===== config.mk =====
export PLATFORM = sky130hd
export DESIGN_NAME = floppy_reg_bank
export DESIGN_NICKNAME = d
export VERILOG_FILES = /design/src/rtl/floppy_reg_pkg.sv /design/src/rtl/floppy_lookup.sv /design/src/rtl/floppy_note_timer.sv /design/src/rtl/floppy_reg_bank.sv
export SDC_FILE = /design/constraint.sdc
export NUM_CORES = 1
export LEC_CHECK = 0
export ABC_AREA = 1
export CORE_ASPECT_RATIO = 1.2
export CORE_UTILIZATION = 60
export CTS_BUF_LIST = sky130_fd_sc_hd__clkbuf_4 sky130_fd_sc_hd__clkbuf_8
export DETAILED_ROUTE_END_ITERATION = 6
export PLACE_DENSITY = 0.81
export SETUP_SLACK_MARGIN = 0.4
export SLEW_MARGIN = 20
export SYNTH_ARGS = -nofsm -noshare
export SYNTH_HDL_FRONTEND = slang
export SYNTH_SLANG_ARGS = --single-unit

===== constraint.sdc =====
create_clock -name clk -period 3 [get_ports clk]
set_input_delay 0.6 -clock clk [delete_from_list [all_inputs] [get_ports clk]]
set_output_delay 0.6 -clock clk [all_outputs]
set_load 0.01 [all_outputs]

===== src/rtl/floppy_reg_pkg.sv =====
// rtl/floppy_reg_pkg.sv - address map, control bits and decode helper for floppy_reg_bank
package floppy_reg_pkg;

   localparam int SP_W = 22;

   localparam logic [5:0] ADDR_NOTE_BASE = 6'h00;
   localparam logic [5:0] ADDR_DUR_BASE  = 6'h10;
   localparam logic [5:0] ADDR_EXP       = 6'h3D;
   localparam logic [5:0] ADDR_STATUS    = 6'h3E;
   localparam logic [5:0] ADDR_CTRL      = 6'h3F;

   localparam int CTRL_MUTE   = 0;
   localparam int CTRL_FREEZE = 1;
   localparam int NOTE_EN     = 7;

   typedef enum logic [2:0] {
      REG_NONE,
      REG_NOTE,
      REG_DUR,
      REG_EXP,
      REG_STATUS,
      REG_CTRL
   } reg_kind_e;

   typedef struct packed {
      reg_kind_e  kind;
      logic [3:0] ch;
   } reg_dec_t;

   function automatic reg_dec_t decode_addr(input logic [5:0] addr, input int n_ch);
      reg_dec_t d;
      d.kind = REG_NONE;
      d.ch   = addr[3:0];
      if ((addr[5:4] == ADDR_NOTE_BASE[5:4]) && (int'(addr[3:0]) < n_ch)) begin
         d.kind = REG_NOTE;
      end else if ((addr[5:4] == ADDR_DUR_BASE[5:4]) && (int'(addr[3:0]) < n_ch)) begin
         d.kind = REG_DUR;
      end else if (addr == ADDR_EXP) begin
         d.kind = REG_EXP;
      end else if (addr == ADDR_STATUS) begin
         d.kind = REG_STATUS;
      end else if (addr == ADDR_CTRL) begin
         d.kind = REG_CTRL;
      end
      return d;
   endfunction

endpackage


===== src/rtl/floppy_lookup.sv =====
// rtl/floppy_lookup.sv - MIDI note to floppy step half-period (clocks at 50 MHz)
module floppy_lookup (
   input  logic [6:0]  i_note,
   output logic [21:0] o_sp
);

   logic [3:0]  w_oct;
   logic [3:0]  w_semi;
   logic [21:0] w_base;

   assign w_oct  = 4'(i_note / 7'd12);
   assign w_semi = 4'(i_note % 7'd12);

   // Half-periods of MIDI octave -1 (notes 0..11); higher octaves halve per step.
   always_comb begin
      w_base = 22'd3057805;
      case (w_semi)
         4'd0:    w_base = 22'd3057805;
         4'd1:    w_base = 22'd2886184;
         4'd2:    w_base = 22'd2724195;
         4'd3:    w_base = 22'd2571297;
         4'd4:    w_base = 22'd2426944;
         4'd5:    w_base = 22'd2290730;
         4'd6:    w_base = 22'd2162161;
         4'd7:    w_base = 22'd2040808;
         4'd8:    w_base = 22'd1926267;
         4'd9:    w_base = 22'd1818182;
         4'd10:   w_base = 22'd1716135;
         4'd11:   w_base = 22'd1619816;
         default: w_base = 22'd3057805;
      endcase
   end

   assign o_sp = w_base >> w_oct;

endmodule


===== src/rtl/floppy_note_timer.sv =====
// rtl/floppy_note_timer.sv - per-channel note-duration countdown with expire pulse
module floppy_note_timer #(
   parameter int DUR_W = 8
) (
   input  logic             i_clk,
   input  logic             i_rst_n,
   input  logic             i_tick,
   input  logic             i_load,
   input  logic [DUR_W-1:0] i_load_val,
   input  logic             i_clear,
   input  logic             i_freeze,
   output logic             o_running,
   output logic             o_expire
);

   logic [DUR_W-1:0] r_cnt;
   logic             r_running;
   logic             w_step;

   // A register write to this channel in the same cycle overrides the countdown.
   assign w_step    = i_tick & r_running & ~i_freeze & ~i_load & ~i_clear;
   assign o_expire  = w_step & (r_cnt == DUR_W'(1));
   assign o_running = r_running;

   always_ff @(posedge i_clk or negedge i_rst_n) begin
      if (!i_rst_n) begin
         r_cnt     <= '0;
         r_running <= 1'b0;
      end else if (i_load) begin
         if (i_load_val != '0) begin
            r_cnt     <= i_load_val;
            r_running <= 1'b1;
         end else begin
            r_running <= 1'b0;
         end
      end else if (i_clear) begin
         r_running <= 1'b0;
      end else if (w_step) begin
         r_cnt <= r_cnt - DUR_W'(1);
         if (r_cnt == DUR_W'(1)) begin
            r_running <= 1'b0;
         end
      end
   end

endmodule


===== src/rtl/floppy_reg_bank.sv =====
// rtl/floppy_reg_bank.sv - MIDI-floppy register bank with per-channel note timers
// Optional sticky expiry flags and irq output with FLOPPY_REG_IRQ_EN.
module floppy_reg_bank
   import floppy_reg_pkg::*;
#(
   parameter int N_CH    = 4,
   parameter int CLK_HZ  = 50000000,
   parameter int TICK_HZ = 1000,
   parameter int DUR_W   = 8
) (
   input  logic                   clk,
   input  logic                   rst_n,
   input  logic [5:0]             reg_addr,
   input  logic                   write,
   input  logic                   new_req,
   input  logic [7:0]             write_value,
   output logic [7:0]             read_value,
   output logic                   read_valid,
   output logic [7:0]             led,
   output logic [SP_W*N_CH-1:0]   f_sp,
   output logic [N_CH-1:0]        f_en
`ifdef FLOPPY_REG_IRQ_EN
   ,
   output logic                   irq
`endif
);

   localparam int DIV  = CLK_HZ / TICK_HZ;
   localparam int PW   = (DIV > 1) ? $clog2(DIV) : 1;
   localparam int N_ST = (N_CH < 8) ? N_CH : 8;

   logic [PW-1:0]    r_presc;
   logic             w_tick;
   reg_dec_t         w_dec;
   logic             w_wr;
   logic             w_rd;
   logic [7:0]       r_note [N_CH];
   logic [DUR_W-1:0] r_dur  [N_CH];
   logic [7:0]       r_ctrl;
   logic [N_CH-1:0]  w_note_wr;
   logic [N_CH-1:0]  w_dur_wr;
   logic [N_CH-1:0]  w_running;
   logic [N_CH-1:0]  w_expire;
   logic [7:0]       w_status;
   logic [7:0]       w_rdata;

   assign w_dec  = decode_addr(reg_addr, N_CH);
   assign w_wr   = new_req & write;
   assign w_rd   = new_req & ~write;
   assign w_tick = (r_presc == PW'(DIV - 1));
   assign led    = r_note[0];

   // Free-running tick source; freeze only gates the channel countdowns.
   always_ff @(posedge clk or negedge rst_n) begin
      if (!rst_n) begin
         r_presc <= '0;
      end else if (w_tick) begin
         r_presc <= '0;
      end else begin
         r_presc <= r_presc + PW'(1);
      end
   end

   for (genvar c = 0; c < N_CH; c++) begin : g_ch
      assign w_note_wr[c] = w_wr && (w_dec.kind == REG_NOTE) && (w_dec.ch == 4'(c));
      assign w_dur_wr[c]  = w_wr && (w_dec.kind == REG_DUR) && (w_dec.ch == 4'(c));

      floppy_note_timer #(
         .DUR_W (DUR_W)
      ) u_timer (
         .i_clk      (clk),
         .i_rst_n    (rst_n),
         .i_tick     (w_tick),
         .i_load     (w_note_wr[c] & write_value[NOTE_EN]),
         .i_load_val (r_dur[c]),
         .i_clear    (w_note_wr[c] & ~write_value[NOTE_EN]),
         .i_freeze   (r_ctrl[CTRL_FREEZE]),
         .o_running  (w_running[c]),
         .o_expire   (w_expire[c])
      );

      floppy_lookup u_lookup (
         .i_note (r_note[c][6:0]),
         .o_sp   (f_sp[c*SP_W +: SP_W])
      );

      assign f_en[c] = r_note[c][NOTE_EN] & ~r_ctrl[CTRL_MUTE];
   end

   always_ff @(posedge clk or negedge rst_n) begin
      if (!rst_n) begin
         for (int c = 0; c < N_CH; c++) begin
            r_note[c] <= '0;
            r_dur[c]  <= '0;
         end
         r_ctrl <= '0;
      end else begin
         for (int c = 0; c < N_CH; c++) begin
            if (w_note_wr[c]) begin
               r_note[c] <= write_value;
            end else if (w_expire[c]) begin
               r_note[c][NOTE_EN] <= 1'b0;
            end
            if (w_dur_wr[c]) begin
               r_dur[c] <= DUR_W'(write_value);
            end
         end
         if (w_wr && (w_dec.kind == REG_CTRL)) begin
            r_ctrl <= write_value;
         end
      end
   end

`ifdef FLOPPY_REG_IRQ_EN
   logic [N_CH-1:0] r_exp;
   logic [N_CH-1:0] w_exp_clr;
   logic [N_CH-1:0] w_exp_next;
   logic [7:0]      w_exp_rd;

   // Expiry is ORed in after the clear so a coincident expiry keeps its flag.
   always_comb begin
      w_exp_clr = '0;
      w_exp_rd  = '0;
      for (int c = 0; c < N_ST; c++) begin
         w_exp_clr[c] = w_wr && (w_dec.kind == REG_EXP) && write_value[c];
         w_exp_rd[c]  = r_exp[c];
      end
      w_exp_next = (r_exp & ~w_exp_clr) | w_expire;
   end

   always_ff @(posedge clk or negedge rst_n) begin
      if (!rst_n) begin
         r_exp <= '0;
         irq   <= 1'b0;
      end else begin
         r_exp <= w_exp_next;
         irq   <= |w_exp_next;
      end
   end
`endif

   always_comb begin
      w_status = '0;
      for (int c = 0; c < N_ST; c++) begin
         w_status[c] = w_running[c];
      end
   end

   always_comb begin
      w_rdata = '0;
      case (w_dec.kind)
         REG_NOTE: begin
            for (int c = 0; c < N_CH; c++) begin
               if (w_dec.ch == 4'(c)) begin
                  w_rdata = r_note[c];
               end
            end
         end
         REG_DUR: begin
            for (int c = 0; c < N_CH; c++) begin
               if (w_dec.ch == 4'(c)) begin
                  w_rdata = 8'(r_dur[c]);
               end
            end
         end
         REG_STATUS: w_rdata = w_status;
         REG_CTRL:   w_rdata = r_ctrl;
`ifdef FLOPPY_REG_IRQ_EN
         REG_EXP:    w_rdata = w_exp_rd;
`endif
         default:    w_rdata = '0;
      endcase
   end

   always_ff @(posedge clk or negedge rst_n) begin
      if (!rst_n) begin
         read_value <= '0;
         read_valid <= 1'b0;
      end else begin
         read_valid <= w_rd;
         if (w_rd) begin
            read_value <= w_rdata;
         end
      end
   end

endmodule


==> metrics.txt, run 1 <==
Port Buffers=126; Error=[ERROR GRT-0116] Global routing finished with congestion. Check the congestion regions in the DRC Viewer.; Sink Count=133; register area share after synthesis=25.8%; Core Rows=58; YS warnings=0; fraction of registers with async set/reset=100%; Remaining Overflow, GRT=7; post-synth top area share=25.8%; first-pass GRT wire length=102 mm; Yosys reg bits=133; syn_area_per_cell=6.09 µm²; post-synthesis cell type count=49; last stage reached=global routing (5_1_grt); status=stopped before the end; Initial Util=61.3%; syn_nets=about 2200; Post-synth EDFFs=0; dpl cell area=0.0156 mm²; Yosys top cell by area=dfrtp_1; Synth Cell Area=0.0129 mm²; Cells after Synth=2121; number of global-route vias before repair=19800; Tot GR Track Use=59.6%; main flop type after synthesis=dfrtp_1; routability congestion estimate=1.02; pin count of the biggest net entering global routing=59; Clk Tree Root Cell=clkbuf_8; CTS max path bufs=2; Ports=127; Post-synth top cells=nand2_1, nand3_1, inv_1; die height=163 µm; top post-synthesis cells by area=dfrtp_1, nand3_1, nand2_1; dpl hpwl=30.9 mm; most common cell in the netlist=nand2_1; CTS H-tree depth=4; die width=136 µm; CTS Buf Count=17
## metrics by stage
| stage | setup TNS [ns] | utilization [%] | setup WS, ns | std cells |
|---|---|---|---|---|
| floorplan | 0 | - | 0.373 | 2121 |
| global placement | -22.66 | 73.9 | -0.342 | 2593 |
| detailed placement | -27.83 | 73.9 | -0.417 | 2593 |
| CTS | -30.14 | 91.0 | -0.486 | 2726 |
## cell families after synthesis
logic type | after synthesis | share of synthesized area, %
simple gates | 1347 | 47.1
compound gates | 252 | 10.9
flops | 133 | 25.8
buf+inv | 320 | 10.4
mux | 12 | 0.989
fa+ha+maj | 33 | 3.20
xor+xnor | 24 | 1.63
## what timing repair did
item,4_1_cts
gates cloned,16
resized for setup,936
setup buffers,85
hold buffers,0
endpoints found under the setup margin,88
pin swaps,210
## layer usage
layer	overflow	GRT usage, %
met5	0	4.40
met4	1	54.7
met3	0	31.4
met2	5	86.1
met1	1	61.5
==> run 2: changes to the inputs <==
--- a/config.mk
+++ b/config.mk
@@ -6,12 +6,9 @@
 export NUM_CORES = 1
 export LEC_CHECK = 0
 export ABC_AREA = 1
-export CORE_ASPECT_RATIO = 1.2
-export CORE_UTILIZATION = 60
-export CTS_BUF_LIST = sky130_fd_sc_hd__clkbuf_4 sky130_fd_sc_hd__clkbuf_8
+export CORE_UTILIZATION = 40
 export DETAILED_ROUTE_END_ITERATION = 6
-export PLACE_DENSITY = 0.81
-export SETUP_SLACK_MARGIN = 0.4
+export PLACE_DENSITY_LB_ADDON = 0.15
 export SLEW_MARGIN = 20
 export SYNTH_ARGS = -nofsm -noshare
 export SYNTH_HDL_FRONTEND = slang
==> metrics.txt, run 2 <==
area occupied by multi-input gates=roughly 0.012 mm²; Top delay family on crit path=simple AND/OR/NAND/NOR gates; most frequent cells in the layout=nand2_1, nand3_2, nand2_2; clk_lat worst skew=0.42 ns; fraction of layout cells with a size suffix above 1=46.9%; post-route setup slack=-0.538 ns; number of routed nets with antenna violations=0; CTS max path bufs=2; routed len/inst=18.3 µm; Power Total=13.4 mW; 1st-iter DRT viols=1503; CP max stage delay=a little over 0.4 ns; antenna violations before repair=4; Yosys top cell by area=dfrtp_1; main flop type after synthesis=dfrtp_1; Buf/Inv on CP=5; Remaining DRCs=0; most common cell in the netlist=nand2_1; CTS H-tree depth=4; violated checks=negative setup slack; YS warnings=0; Worst EP required=2.40 ns; fin crit period=about 3.5 ns; Clk Tree Root Cell=clkbuf_16; number of global-route vias before repair=14800; Slew @ Worst Pin=0.762 ns; Hold WC Path Type=primary input to async pin; Detailed Route WL=52.3 mm; Area Overhead vs Synth=66.1%; syn_area_per_cell=6.09 µm²; Cells after Synth=2121; Arr. time, crit path=roughly 2.9 ns; Port Buffers=approximately 130; iteration count of the initial detailed-routing pass=6; CP cell instances=buf_4 > nand3_4 > nand2_4 > nand2_2 > nand3_2 > nand2_2 > nand2_4 > nand2_4 > buf_4 > o21ai_4 > nand2_4 > clkbuf_16 > nand3_2 > nand3_2 > nand3_1 > o211ai_1 > nand2_2 > inv_2 > nand2_2 > buf_6; Post-synth top cells=nand2_1, nand3_1, inv_1; commonest non-fill, non-tap cell in the layout=nand2_1; fraction of registers with async set/reset=100%; MaxCap Viol Count=0; Slew HR=49.1%; clock-pin slew on the worst setup and hold paths=0.06 ns; Synth Cell Area=0.0129 mm²; post-synthesis cell type count=49; Tot GR Track Use=around 27%; dpl hpwl=32.6 mm; fin. max-slew vios=0; maximum VDD drop=0.397 mV; Vias/cell=5.77; crit path capture type=primary output; Placeable Area=0.0316 mm²; crit start category=flop; top post-synthesis cells by area=dfrtp_1, nand3_1, nand2_1; Ports=127; Sequential Area=0.00333 mm²; Sink Count=133; syn_nets=2172; RSZ-0062 raised after global routing=yes; Clock Skews=roughly 0.0090 ns; die width=182 µm; Remaining Overflow, GRT=0; Final Setup Violations=88; Power Density=624 mW/mm²; biggest regs=g_ch.u_timer.r_cnt (32), r_dur (32), r_note (24); Pleak=10.2 nW; Layout fillers=2475; CP max-delay cell=dfrtp_1; Fin. Hold Viols=0; setup TNS=-36.07 ns; vias post-DR=16500; die height=between 150 and 200 µm; Core Rows=65; Initial Util=40.8%; crit path kind=flop to primary output; first-pass GRT wire length=74.3 mm; routability congestion estimate=around 0.96; TritonCTS clock tree=built; Yosys reg bits=133; CTS Buf Count=17; register area share after synthesis=25.8%; Tcrit/Tclk final=118%; Post-synth EDFFs=0; # nets final=2488; status=finished, violations left; pin count of the biggest net entering global routing=67; die area=0.0330 mm²; post-synth top area share=25.8%; Fmax=283 MHz; critical path peak fanout=5
## run 2: final timing paths
kind,slack [ns],endpoint,cells after the start,startpoint
max,-0.54,f_sp[24],20,r_note[21]
min,0.16,g_ch[0].u_timer.r_cnt[2],1,rst_n
max reg2reg,0.72,g_ch[3].u_timer.r_cnt[3],10,r_presc[0]
min reg2reg,0.47,r_presc[0],1,r_presc[0]
max in group asynchronous,2.03,r_note[5],2,rst_n
min in group clk,0.47,r_presc[0],1,r_presc[0]
## run 2: stage by stage
stage                     cell area (µm²)  util, %  hold WS, ns  std cells  worst slack (ns)
after floorplan                     12900        -        0.304       2121             0.341
after global placement              15600     49.3        0.449       2715            -0.349
after detailed placement            15600     49.3        0.461       2715            -0.413
after CTS                           18000     56.9        0.194       2792            -0.459
after global routing                21400     67.8        0.211       2855            -0.687
final                               21400     67.8        0.164       2855            -0.538
## run 2: layout make-up
cell class                      instances  share of cell area (%)
Timing Repair Buffer                  380                    16.9
Inverter                              228                    4.25
Sequential cell                       133                    15.5
Clock inverter                         12                   0.718
Clock buffer                           19                    2.11
Tap cell                              402                    2.35
Antenna cell                            4                  0.0467
Multi-Input combinational cell       1677                    58.1
## run 2: timing repair
| item | CTS | global route |
|---|---|---|
| setup endpoints to repair | 88 | 88 |
| gates resized for setup | 596 | 743 |
| buffers inserted | 39 | 41 |
| endpoints found under the hold margin | 0 | 0 |
| pin swaps | 132 | 231 |
| gates cloned | 7 | 18 |
| hold buffers | 0 | 0 |
## run 2: kinds of logic (layout without fill, tap and decap cells)
group	Yosys count	count (layout)	synth area share (%)
compound gates	252	252	10.9
xor+xnor	24	24	1.63
fa+ha+maj	33	33	3.20
buf+inv	320	639	10.4
flops	133	133	25.8
mux	12	12	0.989
other cells	0	4	0
simple gates	1347	1356	47.1
## run 2: routing by layer
metal	vias up	global-route usage (%)	share of wire, %
met5	-	0	0
met4	0	9.25	4.0
met2	656	46.4	49
met1	7927	35.7	41
li1	7735	-	-
met3	165	3.61	5.6
## run 2: worst reg2reg max path, delay by kind of cell (launching register included)
kind | cells | cell delay [ns]
adder cells (fa/ha/maj) | 1 | 0.23
flip-flops | 1 | 0.37
AND/OR/NAND/NOR | 6 | 0.97
AO/OA/AOI/OAI | 2 | 0.39
buffers and inverters | 1 | 0.21
## run 2: where the power goes
part           total, mW  switching [mW]  internal (mW)
logic               9.33            5.59           3.75
clock network       2.15           0.804           1.35
registers           1.90          0.0516           1.84
Power figures use the tool's default switching activity.
==> run 3: changes to the inputs <==
--- a/config.mk
+++ b/config.mk
@@ -6,6 +6,7 @@
 export NUM_CORES = 1
 export LEC_CHECK = 0
 export ABC_AREA = 1
+export ABC_CLOCK_PERIOD_IN_PS = 3000
 export CORE_UTILIZATION = 40
 export DETAILED_ROUTE_END_ITERATION = 6
 export PLACE_DENSITY_LB_ADDON = 0.15
==> results of run 3 <==
The final DEF is identical to that of run 2; final timing and power are the same.
